==> src/rtl/pixel_crypt_pkg.sv <==
// Shared definitions for the pixel stream encryptor/decryptor pair:
// FSM encoding, default image geometry and LFSR keystream constants.
package pixel_crypt_pkg;

    typedef enum logic [1:0] {
        ST_IDLE  = 2'd0,
        ST_RUN   = 2'd1,
        ST_DRAIN = 2'd2
    } state_t;

    localparam int DEF_IMG_W = 320;
    localparam int DEF_IMG_H = 320;

    localparam logic [15:0] LFSR_TAPS     = 16'hB400;
    localparam logic [15:0] ZERO_SEED_SUB = 16'h0001;

endpackage

==> src/rtl/lfsr_keystream.sv <==
// Galois LFSR keystream generator: holds the frame seed, restarts from it on
// demand and steps once per enabled cycle. Shared with the encryptor side.
module lfsr_keystream
    import pixel_crypt_pkg::*;
#(
    parameter int                LFSR_W = 16,
    parameter logic [LFSR_W-1:0] TAPS   = LFSR_TAPS
) (
    input  logic              clk,
    input  logic              rst_n,
    input  logic              seed_load,
    input  logic [LFSR_W-1:0] seed_in,
    input  logic              restart,
    input  logic              step,
    output logic [7:0]        ks
);

    logic [LFSR_W-1:0] seed_q, seed_d;
    logic [LFSR_W-1:0] lfsr_q, lfsr_d;

    always_comb begin
        seed_d = seed_q;
        lfsr_d = lfsr_q;
        if (seed_load) begin
            // an all-zero state would never leave zero
            seed_d = (seed_in == '0) ? LFSR_W'(ZERO_SEED_SUB) : seed_in;
            lfsr_d = seed_d;
        end else if (restart) begin
            lfsr_d = seed_q;
        end else if (step) begin
            lfsr_d = lfsr_q[0] ? ((lfsr_q >> 1) ^ TAPS) : (lfsr_q >> 1);
        end
    end

    always_ff @(posedge clk or negedge rst_n) begin
        if (!rst_n) begin
            seed_q <= LFSR_W'(ZERO_SEED_SUB);
            lfsr_q <= LFSR_W'(ZERO_SEED_SUB);
        end else begin
            seed_q <= seed_d;
            lfsr_q <= lfsr_d;
        end
    end

    assign ks = lfsr_q[7:0];

endmodule

==> src/rtl/pixel_stream_decryptor.sv <==
// Decrypts an LFSR-XOR encrypted pixel stream and tags frame markers.
// Optional per-frame plaintext checksum port enabled by PIXEL_DEC_CHKSUM_EN.
module pixel_stream_decryptor
    import pixel_crypt_pkg::*;
#(
    parameter int                IMG_W  = DEF_IMG_W,
    parameter int                IMG_H  = DEF_IMG_H,
    parameter int                LFSR_W = 16,
    parameter logic [LFSR_W-1:0] TAPS   = LFSR_TAPS
) (
    input  logic              clk,
    input  logic              rst_n,
    input  logic [LFSR_W-1:0] key,
    input  logic              key_load,
    input  logic              in_valid,
    input  logic [7:0]        in_data,
    output logic              in_ready,
    output logic              out_valid,
    output logic [7:0]        out_data,
    input  logic              out_ready,
    output logic              out_sof,
    output logic              out_eol,
    output logic              out_eof,
    output logic              frame_done
`ifdef PIXEL_DEC_CHKSUM_EN
    ,
    output logic [15:0]       frame_sum
`endif
);

    localparam int CW = (IMG_W > 1) ? $clog2(IMG_W) : 1;
    localparam int RW = (IMG_H > 1) ? $clog2(IMG_H) : 1;
    localparam logic [CW-1:0] COL_LAST = CW'(IMG_W - 1);
    localparam logic [RW-1:0] ROW_LAST = RW'(IMG_H - 1);

    state_t        state_q, state_d;
    logic [CW-1:0] col_q, col_d;
    logic [RW-1:0] row_q, row_d;
    logic          out_valid_q, out_valid_d;
    logic [7:0]    out_data_q, out_data_d;
    logic          out_sof_q, out_sof_d;
    logic          out_eol_q, out_eol_d;
    logic          out_eof_q, out_eof_d;
    logic          frame_done_q, frame_done_d;

    logic [7:0] ks;
    logic [7:0] plain;
    logic       accept;
    logic       handoff;
    logic       last_col;
    logic       last_row;

    assign in_ready = (state_q == ST_RUN) && (!out_valid_q || out_ready) && !key_load;
    assign accept   = in_valid && in_ready;
    assign handoff  = out_valid_q && out_ready;
    assign last_col = (col_q == COL_LAST);
    assign last_row = (row_q == ROW_LAST);
    assign plain    = in_data ^ ks;

    // frame end rewinds the keystream so every frame reuses the same seed
    lfsr_keystream #(
        .LFSR_W (LFSR_W),
        .TAPS   (TAPS)
    ) u_keystream (
        .clk       (clk),
        .rst_n     (rst_n),
        .seed_load (key_load),
        .seed_in   (key),
        .restart   (accept && last_col && last_row),
        .step      (accept),
        .ks        (ks)
    );

    always_comb begin
        state_d      = state_q;
        col_d        = col_q;
        row_d        = row_q;
        out_valid_d  = out_valid_q;
        out_data_d   = out_data_q;
        out_sof_d    = out_sof_q;
        out_eol_d    = out_eol_q;
        out_eof_d    = out_eof_q;
        frame_done_d = 1'b0;

        if (handoff) begin
            out_valid_d = 1'b0;
            if (out_eof_q) begin
                frame_done_d = 1'b1;
                state_d      = ST_RUN;
            end
        end

        if (accept) begin
            out_valid_d = 1'b1;
            out_data_d  = plain;
            out_sof_d   = (col_q == '0) && (row_q == '0);
            out_eol_d   = last_col;
            out_eof_d   = last_col && last_row;
            if (last_col) begin
                col_d = '0;
                row_d = last_row ? '0 : row_q + RW'(1);
            end else begin
                col_d = col_q + CW'(1);
            end
            if (last_col && last_row) state_d = ST_DRAIN;
        end

        if (key_load) begin
            state_d     = ST_RUN;
            col_d       = '0;
            row_d       = '0;
            out_valid_d = 1'b0;
        end
    end

    always_ff @(posedge clk or negedge rst_n) begin
        if (!rst_n) begin
            state_q      <= ST_IDLE;
            col_q        <= '0;
            row_q        <= '0;
            out_valid_q  <= 1'b0;
            out_data_q   <= '0;
            out_sof_q    <= 1'b0;
            out_eol_q    <= 1'b0;
            out_eof_q    <= 1'b0;
            frame_done_q <= 1'b0;
        end else begin
            state_q      <= state_d;
            col_q        <= col_d;
            row_q        <= row_d;
            out_valid_q  <= out_valid_d;
            out_data_q   <= out_data_d;
            out_sof_q    <= out_sof_d;
            out_eol_q    <= out_eol_d;
            out_eof_q    <= out_eof_d;
            frame_done_q <= frame_done_d;
        end
    end

    assign out_valid  = out_valid_q;
    assign out_data   = out_data_q;
    assign out_sof    = out_sof_q;
    assign out_eol    = out_eol_q;
    assign out_eof    = out_eof_q;
    assign frame_done = frame_done_q;

`ifdef PIXEL_DEC_CHKSUM_EN
    logic [15:0] acc_q, acc_d;
    logic [15:0] frame_sum_q, frame_sum_d;

    always_comb begin
        acc_d       = acc_q;
        frame_sum_d = frame_sum_q;
        if (accept) acc_d = acc_q + {8'd0, plain};
        if (handoff && out_eof_q) begin
            frame_sum_d = acc_q;
            acc_d       = '0;
        end
        if (key_load) acc_d = '0;
    end

    always_ff @(posedge clk or negedge rst_n) begin
        if (!rst_n) begin
            acc_q       <= '0;
            frame_sum_q <= '0;
        end else begin
            acc_q       <= acc_d;
            frame_sum_q <= frame_sum_d;
        end
    end

    assign frame_sum = frame_sum_q;
`endif

endmodule

==> config.mk <==
export PLATFORM = sky130hd
export DESIGN_NAME = pixel_stream_decryptor
export DESIGN_NICKNAME = d
export VERILOG_FILES = /design/src/rtl/pixel_crypt_pkg.sv /design/src/rtl/lfsr_keystream.sv /design/src/rtl/pixel_stream_decryptor.sv
export SDC_FILE = /design/constraint.sdc
export NUM_CORES = 1
export LEC_CHECK = 0
export ABC_AREA = 1
export BUFFER_PORTS_ARGS = -buffer_cell sky130_fd_sc_hd__buf_2
export CAP_MARGIN = 5
export CORE_MARGIN = 5
export CORE_UTILIZATION = 52
export CTS_CLUSTER_DIAMETER = 100
export DETAILED_ROUTE_END_ITERATION = 8
export GPL_ROUTABILITY_DRIVEN = 0
export PLACE_DENSITY = 0.76
export SYNTH_ARGS = -nofsm -noshare
export SYNTH_HDL_FRONTEND = slang
export SYNTH_SLANG_ARGS = --single-unit
export TNS_END_PERCENT = 100
==> constraint.sdc <==
create_clock -name clk -period 1.42 [get_ports clk]
set_input_delay 0.284 -clock clk [delete_from_list [all_inputs] [get_ports clk]]
set_output_delay 0.284 -clock clk [all_outputs]
set_load 0.03 [all_outputs]
==> flow_summary_export.csv, run 1 <==
group,metric,value,unit
timing,setup_slack,-0.286,ns
power,p_int,0.00326,W
global_route,grt_usage,23.4,%
route,vias,3508,
global_route,grt_max_degree,66,
power,swShare,32.2,%
timing,finalHoldViolCount,0,
synth,synthSimpleGateAreaFrac,29.6,%
route,drc,0,
route,via_per_inst,5.83,
power,cellPowerDensity,996,mW/mm^2
global_route,grt_first_pass_wirelength,15500,um
critical_path,cp-end-kind,"register",
timing,setup_violations,39,
floorplan,dieArea,0.00818,sq mm
synth,avgSynthCellArea,8.27,sq um
clocking,cts_tree,"done",
floorplan,initial_core_util,53.3,%
floorplan,coreArea,0.00631,sq mm
status,violations,"negative setup slack",
synth,netlist_instances,407,
critical_path,crit_path_start_kind,"register",
timing,holdWs,0.160,ns
finish,area_growth,43.3,%
floorplan,die_h,90.4,um
clocking,h-tree-depth,3,
hold_path,hold_class,"input port to register",
finish,fin_nets,553,
global_route,overflow,0,
clocking,clk_latency,0.37,ns
clocking,clockRootBuffer,"clkbuf_8",
route,firstDrtPassIters,5,
synth,synth_top_family_by_area,"simple AND/OR/NAND/NOR gates",
status,outcome,"finished, violations left",
critical_path,path_max_fanout,5,
route,antenna_left,0,
timing,period_needed,1.71,ns
power,seq_power_share,45.0,%
place,dp_slack,-0.191,ns
synth,synth.area.mux_share,0,%
floorplan,io_pins,43,
clocking,cts.sinks,65,
synth,synth.net_count,440,
timing,slew_headroom,75.3,%
synth,ys_warn_count,0,
synth,synth_adder_area_share,1.49,%
timing,fin_worst_skew,0.0165,ns
critical_path,cp_data_required_time,1.71,ns
synth,yosys.cell_types.count,37,
power,power.leakage,2.31,nW
route,wl_per_cell,18.4,um
global_route,grt_pass1_vias,3331,
run,drv_cap,0,
synth,synth-seq-cells,65,
clocking,cts_buffers,9,
floorplan,die_width,90.4,um
critical_path,critPathKind,"register to register",
timing,final_max_slew_viol_count,0,
place,dp_hpwl,5670,um
timing,rsz0062_at_grt,"true",
place,port_buffers,42,
synth,synth-xor-area-share,2.86,%
power,peakVddDrop,0.826,mV
synth,netlist_area,0.00336,sq mm
route,wl,11100,um
clocking,clk_pin_slew,0.07,ns
finish,final_layout_size_suffix_gt1_share,42.5,%
route,drtIter0Drc,442,
floorplan,rows,29,
power,p_comb_share,20.8,%
power,p_sw,0.00154,W
synth,synth-compound-area-share,9.37,%
power,power.share.clock,34.2,%
global_route,grt_antenna_before_repair,0,
timing,max_freq,586,MHz
critical_path,cp.arrival,2.00,ns
timing,tightestPinTransition,0.367,ns
synth,ys_seq_area_share,48.4,%
finish,n_antenna_cell,0,
timing,fin_crit_sh,120,%
clocking,clockBufferDepth,2,
==> placed cells by master, fill, tap and decap left out, drive strengths merged <==
cell / instances
a211oi: 2
nor4: 2
a22oi: 1
o21bai: 2
ha: 4
dfstp: 2
xnor2: 8
o22ai: 1
nand2: 109
or2: 1
dfrtp: 63
buf: 114
a21oi: 22
clkinv: 4
inv: 42
o2111ai: 2
nor2: 43
dlygate4sd3: 1
o21ai: 28
bufinv: 1
clkinvlp: 2
nand4: 11
nor3: 4
clkbuf: 9
xor2: 3
nand3: 44
==> flip-flops by register name (all words and copies together) (netlist names) <==
| name | cells |
|---|---|
| col_q | 9 |
| frame_done | 1 |
| out_data | 8 |
| out_eof | 1 |
| out_eol | 1 |
| out_sof | 1 |
| out_valid | 1 |
| row_q | 9 |
| state_q | 2 |
| u_keystream.lfsr_q | 16 |
| u_keystream.seed_q | 16 |
==> power by group through the flow <==
| stage | combinational (W) | sequential [W] | clock, W |
|---|---|---|---|
| floorplan | 0.000371 | 0.00228 | 0 |
| global placement | 0.000760 | 0.00217 | 0 |
| detailed placement | 0.000772 | 0.00218 | 0 |
| CTS | 0.000860 | 0.00214 | 0.00164 |
| global route | 0.00108 | 0.00218 | 0.00175 |
| finish | 0.000997 | 0.00216 | 0.00164 |
==> path summary, 6_finish.rpt <==
path                                               startpoint                                 end  slack, ns  cells past startpoint
min in group asynchronous                               rst_n                col_q[7]$_DFFE_PN0P_       0.47                      3
max reg2reg                              col_q[0]$_DFFE_PN0P_   u_keystream.lfsr_q[0]$_DFFE_PN1P_      -0.29                     10
max                                      col_q[0]$_DFFE_PN0P_   u_keystream.lfsr_q[0]$_DFFE_PN1P_      -0.29                     10
min                                                   key[12]  u_keystream.seed_q[12]$_DFFE_PN0P_       0.16                      3
max in group asynchronous                               rst_n   u_keystream.seed_q[0]$_DFFE_PN1P_       0.64                      3
min reg2reg                u_keystream.seed_q[11]$_DFFE_PN0P_  u_keystream.seed_q[11]$_DFFE_PN0P_       0.48                      2
==> Yosys cell counts, drive strengths merged <==
master | instances | area share, %
dfstp | 2 | 1.6
a21oi | 22 | 3.4
nand4 | 11 | 2.2
nand3 | 41 | 6.6
or2 | 1 | 0.19
ha | 4 | 1.5
o21ai | 28 | 4.2
buf | 15 | 3.5
o21bai | 2 | 0.45
a22oi | 1 | 0.22
a211oi | 2 | 0.45
nor2 | 43 | 6.5
o22ai | 1 | 0.19
o2111ai | 2 | 0.52
nor3 | 4 | 0.60
dfrtp | 63 | 47
xor2 | 3 | 0.78
nand2 | 109 | 13
inv | 41 | 4.6
xnor2 | 8 | 2.1
nor4 | 2 | 0.37
clkbuf | 2 | 0.22
==> worst max-delay path, cell delays in order (launching register included) <==
cell and delay (ns):
dfrtp_1 0.40, ha_4 0.18, nand2_4 0.06, nor2_4 0.16, nand2_4 0.08, nor2_4 0.12
buf_6 0.15, nand3_4 0.13, nand2_1 0.11, nand3_1 0.11, a21oi_2 0.14
==> repair_timing <==
item,CTS,global route
pin swaps,11,20
hold endpoints to repair,63,0
setup buffers,12,20
gates cloned,4,0
resized for setup,51,60
hold buffers,1,0
endpoints found under the setup margin,36,40
==> kinds of logic after synthesis <==
| kind of cell | Yosys count |
|---|---|
| and+or+nand+nor | 211 |
| DFF | 65 |
| AOI/OAI and AO/OA | 58 |
| buffers and inverters | 58 |
| xor gates and xnor gates | 11 |
| adders and majority gates | 4 |
==> cell type report <==
cell class | count | area [sq um]
multi-input cells | 287 | 1810
flip-flops and latches | 65 | 1630
fillers | 373 | 1490
repair buffers | 115 | 903
inverters | 41 | 165
clock buffers | 9 | 124
well taps | 77 | 96.3
clock inverters | 7 | 78.8
repair inverters | 1 | 7.51
==> through the flow <==
stage | TNS [ns] | cell area, sq um | instances | utilization (%) | total power, W
after floorplan | -0.177 | 3370 | 407 | - | 0.00265
after global placement | -1.79 | 3900 | 551 | 61.8 | 0.00293
after detailed placement | -4.02 | 3900 | 551 | 61.8 | 0.00295
after CTS | -4.23 | 4430 | 584 | 70.2 | 0.00464
after global routing | -9.95 | 4820 | 602 | 76.3 | 0.00501
final | -7.21 | 4820 | 602 | 76.3 | 0.00480
==> per-layer routing <==
| metal | wire, um | track usage (%) | vias to the layer above | share of wire (%) |
|---|---|---|---|---|
| li1 | - | - | 1561 | - |
| met1 | 4290 | 28.9 | 1658 | 39 |
| met2 | 5380 | 38.3 | 211 | 49 |
| met3 | 831 | 5.75 | 78 | 7.5 |
| met4 | 583 | 11.3 | 0 | 5.3 |
| met5 | 0 | 0 | - | 0 |
Note: power is estimated with default switching activity, not from simulation.
==> inputs of run 2 (changes only) <==
--- a/config.mk
+++ b/config.mk
@@ -9,11 +9,12 @@
 export BUFFER_PORTS_ARGS = -buffer_cell sky130_fd_sc_hd__buf_2
 export CAP_MARGIN = 5
 export CORE_MARGIN = 5
-export CORE_UTILIZATION = 52
+export CORE_UTILIZATION = 54
+export CTS_BUF_LIST = sky130_fd_sc_hd__clkbuf_8
 export CTS_CLUSTER_DIAMETER = 100
 export DETAILED_ROUTE_END_ITERATION = 8
 export GPL_ROUTABILITY_DRIVEN = 0
-export PLACE_DENSITY = 0.76
+export PLACE_DENSITY = 0.78
 export SYNTH_ARGS = -nofsm -noshare
 export SYNTH_HDL_FRONTEND = slang
 export SYNTH_SLANG_ARGS = --single-unit
==> run 2 against run 1 <==
Against the previous run:
- the run still ends with negative setup slack left
- largest power group unchanged
- routed wire length is 1.9% lower
- first-iteration DRC count is 33% lower
- critical path depth is 1 lower
- highest routed layer unchanged
- sequential power hardly changed
- register-to-register slack worse by 0.02 ns
- die area is 3.3% lower
- setup slack worse by 0.018 ns
- clock skew is 0.0014 ns lower
- sequential share of layout area is 0.11 points higher
==> flow_summary_export.csv, run 2 (synthesis results as in run 1) <==
group,metric,value,unit
global_route,grt_usage,25.7,%
floorplan,io_pins,43,
timing,slew_headroom,76.4,%
status,outcome,"finished, violations left",
timing,finalHoldViolCount,0,
critical_path,crit_buf_inv,1,
finish,final_layout_size_suffix_gt1_share,39.7,%
finish,final_common_cell,"nand2_1",
timing,rsz0062_at_grt,"true",
floorplan,initial_core_util,56.2,%
critical_path,critPathKind,"register to register",
critical_path,r2r_end,"u_keystream.lfsr_q[2]$_DFFE_PN0P_",
power,peakVddDrop,0.798,mV
global_route,grt_antenna_before_repair,0,
timing,setup_slack,-0.304,ns
clocking,clk_pin_slew,0.08,ns
clocking,clockRootBuffer,"clkbuf_8",
route,antenna_left,0,
finish,fill_cells,332,
place,dpl_cell_area,0.00391,sq mm
critical_path,slowest_stage,"dfrtp_1",
critical_path,r2r_setup_slack,-0.30,ns
hold_path,worstHoldEndpoint,"u_keystream.seed_q[12]$_DFFE_PN0P_",
route,drtIter0Drc,297,
place,dp_hpwl,6000,um
place,dp_slack,-0.246,ns
finish,top_regs,"u_keystream.lfsr_q x16, u_keystream.seed_q x16",
floorplan,rows,28,
critical_path,cp-end-kind,"register",
global_route,overflow,0,
power,fin_total_pwr,0.00494,W
global_route,grt_first_pass_wirelength,15300,um
global_route,grt_pass1_vias,3226,
hold_path,hold_start,"key[12]",
hold_path,min_path_cells,3,
floorplan,coreArea,0.00599,sq mm
clocking,clockBufferDepth,2,
critical_path,r2r-start,"col_q[1]$_DFFE_PN0P_",
global_route,grt_max_degree,29,
route,wl,10900,um
finish,n_antenna_cell,0,
finish,final_util,80.1,%
floorplan,dieArea,0.00791,sq mm
timing,fin_worst_skew,0.0152,ns
critical_path,crit_family,"simple AND/OR/NAND/NOR gates",
critical_path,cp_data_required_time,1.66,ns
route,wl_per_cell,18.3,um
timing,final_max_slew_viol_count,0,
place,dpl.cell_count,549,
clocking,cts.sinks,65,
finish,fin_nets,549,
hold_path,hold_class,"input port to register",
timing,tightestPinTransition,0.354,ns
critical_path,cp.arrival,1.96,ns
critical_path,path_cells,"ha_4, nand2_4, nor2_4, nand2_4, nor2_4, buf_6, nand3_4, nand3_1, nand4_1",
route,drc,0,
route,via_per_inst,5.74,
timing,setup_violations,41,
route,vias,3419,
clocking,cts_buffers,9,
run,drv_cap,0,
floorplan,die_h,88.9,um
floorplan,die_width,88.9,um
finish,finalInstanceArea,0.00480,sq mm
place,port_buffers,42,
critical_path,crit_path_start_kind,"register",
route,firstDrtPassIters,6,
clocking,cts_tree,"done",
power,cellPowerDensity,1030,mW/mm^2
timing,fin_crit_sh,121,%
critical_path,path_max_fanout,5,
critical_path,worstRegToRegCells,9,
clocking,h-tree-depth,3,
timing,period_needed,1.72,ns
clocking,clk_latency,0.36,ns
status,violations,"negative setup slack",
timing,max_freq,580,MHz
finish,layout_common_cells,"nand2_1 (94), dfrtp_1 (62), buf_4 (48)",
power,power.leakage,2.31,nW
critical_path,slowest_delay,0.40,ns
finish,area_growth,42.7,%
finish,final_cells,596,
[run 2: changes by cell type in the layout (fill, tap and decap cells not counted), sizes merged]
| cell | change |
|---|---|
| clkbuf | +2 |
| clkinvlp | -1 |
| bufinv | +1 |
| buf | -5 |
| inv | -1 |
| clkinv | -1 |
| nand2 | +1 |
[run 2: area by class of cell]
type	instances	area [sq um]	share of cell area, %
multi-input cells	288	1800	37.5
flip-flops and latches	65	1630	34.0
repair buffers	111	882	18.4
inverters	41	173	3.60
clock buffers	10	138	2.87
well taps	75	93.8	1.95
clock inverters	6	82.6	1.72
[run 2: what timing repair did]
| item | in CTS | in global routing |
|---|---|---|
| buffers inserted | 11 | 15 |
| resized for setup | 38 | 63 |
| hold endpoints to repair | 7 | 0 |
| pin swaps | 9 | 28 |
| endpoints found under the setup margin | 37 | 41 |
| hold buffers | 1 | 0 |
| cloned | 2 | 3 |
[run 2: worst max-delay path by stage]
stage	from	endpoint	slack, ns	cells after the start
final	col_q[1]$_DFFE_PN0P_	u_keystream.lfsr_q[2]$_DFFE_PN0P_	-0.30	9
after detailed placement	col_q[1]$_DFFE_PN0P_	u_keystream.lfsr_q[10]$_DFFE_PN0P_	-0.25	10
after global placement	col_q[1]$_DFFE_PN0P_	u_keystream.lfsr_q[10]$_DFFE_PN0P_	-0.13	10
after floorplan	col_q[0]$_DFFE_PN0P_	u_keystream.lfsr_q[11]$_DFFE_PN0P_	-0.02	9
after CTS	state_q[0]$_DFF_PN0_	in_ready	-0.20	6
after global routing	col_q[1]$_DFFE_PN0P_	u_keystream.lfsr_q[14]$_DFFE_PN0P_	-0.37	9
[run 2: worst reg2reg max path, delay by kind of cell (launching register included)]
family	cells	cell delay, ns
simple gates	7	0.86
fa+ha+maj	1	0.18
flops	1	0.40
buf+inv	1	0.16
[run 2: stage by stage]
step,TNS (ns),hold WS (ns)
after floorplan,-0.177,-0.0116
final,-9.00,0.155
after global routing,-11.86,0.170
after global placement,-2.18,0.190
after CTS,-5.14,0.153
after detailed placement,-5.03,0.198
[run 2: per-layer routing]
layer  global-route usage (%)  vias up  part of all wire [%]
met1                     34.2     1619                    38
li1                         -     1543                     -
met3                     5.25       43                   8.9
met5                        0        -                     0
met2                     39.7      214                    48
met4                     13.8        0                   4.3
[run 2: report_power, final]
part / internal, W / switching [W] / total [W]
clock: 0.00103 / 0.000785 / 0.00181
sequential: 0.00203 / 0.000133 / 0.00216
combinational: 0.000384 / 0.000584 / 0.000968
total: 0.00344 / 0.00150 / 0.00494
==> inputs of run 3 (changes only) <==
--- a/config.mk
+++ b/config.mk
@@ -15,6 +15,7 @@
 export DETAILED_ROUTE_END_ITERATION = 8
 export GPL_ROUTABILITY_DRIVEN = 0
 export PLACE_DENSITY = 0.78
+export SKIP_LAST_GASP = 1
 export SYNTH_ARGS = -nofsm -noshare
 export SYNTH_HDL_FRONTEND = slang
 export SYNTH_SLANG_ARGS = --single-unit
==> run 3 against run 2 <==
Against the previous run:
- total power is essentially flat
- the flow still finishes with violations (negative setup slack)
- design area shrank 1.3%
- critical endpoint is now u_keystream.lfsr_q[13]$_DFFE_PN0P_
- fmax shrank 1.1%
- routed wire length grew 1.1%
- final cell count grew 0.84%
==> flow_summary_export.csv, run 3 (synthesis results as in run 1) <==
group,metric,value,unit
critical_path,cp_data_required_time,1.68,ns
hold_path,hold_class,"input port to register",
finish,final_layout_size_suffix_gt1_share,36.5,%
timing,setup_slack,-0.323,ns
finish,fill_cells,330,
place,port_buffers,42,
clocking,cts_buffers,9,
critical_path,slowest_delay,0.40,ns
timing,final_max_slew_viol_count,0,
place,dp_hpwl,6000,um
floorplan,rows,28,
timing,slew_headroom,72.5,%
critical_path,crit_top_cell,"nor2_1",
clocking,clockBufferDepth,2,
finish,top_regs,"u_keystream.lfsr_q x16, u_keystream.seed_q x16",
critical_path,path_cells,"ha_4, nand3_1, nor2_2, nand2_2, nor2_4, buf_12, a21oi_1, nor2_1, nor2_1",
route,drc,0,
power,peakVddDrop,0.791,mV
timing,max_freq,574,MHz
route,antenna_left,0,
critical_path,r2r_end,"u_keystream.lfsr_q[13]$_DFFE_PN0P_",
route,wl,11000,um
clocking,cts.sinks,65,
floorplan,coreArea,0.00599,sq mm
global_route,overflow,0,
finish,final_common_cell,"nand2_1",
clocking,clk_latency,0.37,ns
power,power.leakage,2.31,nW
clocking,clockRootBuffer,"clkbuf_8",
timing,rsz0062_at_grt,"true",
finish,area_growth,40.8,%
floorplan,io_pins,43,
critical_path,cp_num_cells,9,
critical_path,r2r_setup_slack,-0.32,ns
global_route,grt_max_degree,29,
floorplan,initial_core_util,56.2,%
critical_path,crit_end,"u_keystream.lfsr_q[13]$_DFFE_PN0P_",
clocking,clk_pin_slew,0.08,ns
critical_path,crit_path_start_kind,"register",
timing,setup_violations,40,
floorplan,dieArea,0.00791,sq mm
critical_path,slowest_stage,"dfrtp_1",
timing,period_needed,1.74,ns
route,via_per_inst,5.71,
timing,fin_crit_sh,123,%
critical_path,crit_start,"col_q[1]$_DFFE_PN0P_",
route,wl_per_cell,18.3,um
critical_path,worstRegToRegCells,9,
clocking,h-tree-depth,3,
route,vias,3429,
global_route,grt_pass1_vias,3183,
global_route,grt_antenna_before_repair,0,
route,firstDrtPassIters,6,
critical_path,crit_buf_inv,1,
run,drv_cap,0,
critical_path,cp.arrival,2.00,ns
finish,fin_nets,554,
timing,fin_worst_skew,0.0168,ns
timing,finalHoldViolCount,0,
critical_path,critPathKind,"register to register",
clocking,cts_tree,"done",
status,violations,"negative setup slack",
floorplan,die_h,88.9,um
global_route,grt_usage,25.2,%
critical_path,path_max_fanout,17,
timing,holdWs,0.150,ns
global_route,grt_first_pass_wirelength,15100,um
finish,n_antenna_cell,0,
critical_path,r2r-start,"col_q[1]$_DFFE_PN0P_",
power,cellPowerDensity,1040,mW/mm^2
timing,tightestPinTransition,0.409,ns
floorplan,die_width,88.9,um
route,drtIter0Drc,354,
power,fin_total_pwr,0.00495,W
critical_path,cp-end-kind,"register",
finish,layout_common_cells,"nand2_1 (98), dfrtp_1 (62), buf_4 (52)",
status,outcome,"finished, violations left",
critical_path,crit_family,"simple AND/OR/NAND/NOR gates",
-- run 3: cell types whose count changed in the layout (fill, tap and decap cells not counted), sizes merged --
cell,previous run,this run
buf,109,115
clkbuf,11,10
-- run 3: repair_timing --
item,in CTS,in global routing
endpoints found under the setup margin,37,46
setup buffers,11,20
hold buffers,1,0
cloned,2,2
gates resized for setup,32,41
pin swaps,9,16
hold endpoints to repair,7,0
-- run 3: worst min path at each step --
| stage | startpoint | to | cells after the start |
|---|---|---|---|
| after floorplan | rst_n | col_q[0]$_DFFE_PN0P_ | 0 |
| final | key[12] | u_keystream.seed_q[12]$_DFFE_PN0P_ | 3 |
| after global placement | rst_n | state_q[1]$_DFF_PN0_ | 1 |
| after CTS | key[12] | u_keystream.seed_q[12]$_DFFE_PN0P_ | 3 |
| after global routing | key[8] | u_keystream.seed_q[8]$_DFFE_PN0P_ | 3 |
| after detailed placement | rst_n | state_q[1]$_DFF_PN0_ | 1 |
-- run 3: cell type report --
class,count,area (sq um),area share [%]
Clock buffer,10,138,2.90
Clock inverter,6,82.6,1.74
Inverter,41,165,3.49
Multi-Input combinational cell,288,1700,35.9
Sequential cell,65,1630,34.4
Tap cell,75,93.8,1.98
Timing Repair Buffer,116,927,19.6
-- run 3: through the flow --
step / instances / instance area, sq um / setup TNS (ns) / setup slack [ns] / util (%)
after floorplan: 407 / 3370 / -0.177 / -0.0231 / -
after global placement: 549 / 3910 / -2.18 / -0.127 / 65.3
after detailed placement: 549 / 3910 / -5.03 / -0.246 / 65.3
after CTS: 579 / 4370 / -5.40 / -0.223 / 73.0
after global routing: 601 / 4740 / -12.31 / -0.382 / 79.1
final: 601 / 4740 / -8.91 / -0.323 / 79.1
-- run 3: layer usage --
layer | vias to the layer above | track usage [%] | routed length, um
met4 | 0 | 13.4 | 614
met5 | - | 0 | 0
met1 | 1579 | 34.1 | 4080
met2 | 239 | 38.7 | 5270
met3 | 58 | 4.79 | 1040
li1 | 1553 | - | -
-- run 3: power breakdown --
| part | switching [W] | total (W) | internal [W] |
|---|---|---|---|
| sequential | 0.000136 | 0.00217 | 0.00203 |
| combinational | 0.000570 | 0.000952 | 0.000382 |
| clock | 0.000798 | 0.00183 | 0.00103 |
-- run 3: worst register-to-register path, stage by stage (launching register included) --
cell	delay [ns]
dfrtp_1	0.40
ha_4	0.18
nand3_1	0.14
nor2_2	0.20
nand2_2	0.11
nor2_4	0.16
buf_12	0.17
a21oi_1	0.09
nor2_1	0.13
nor2_1	0.06
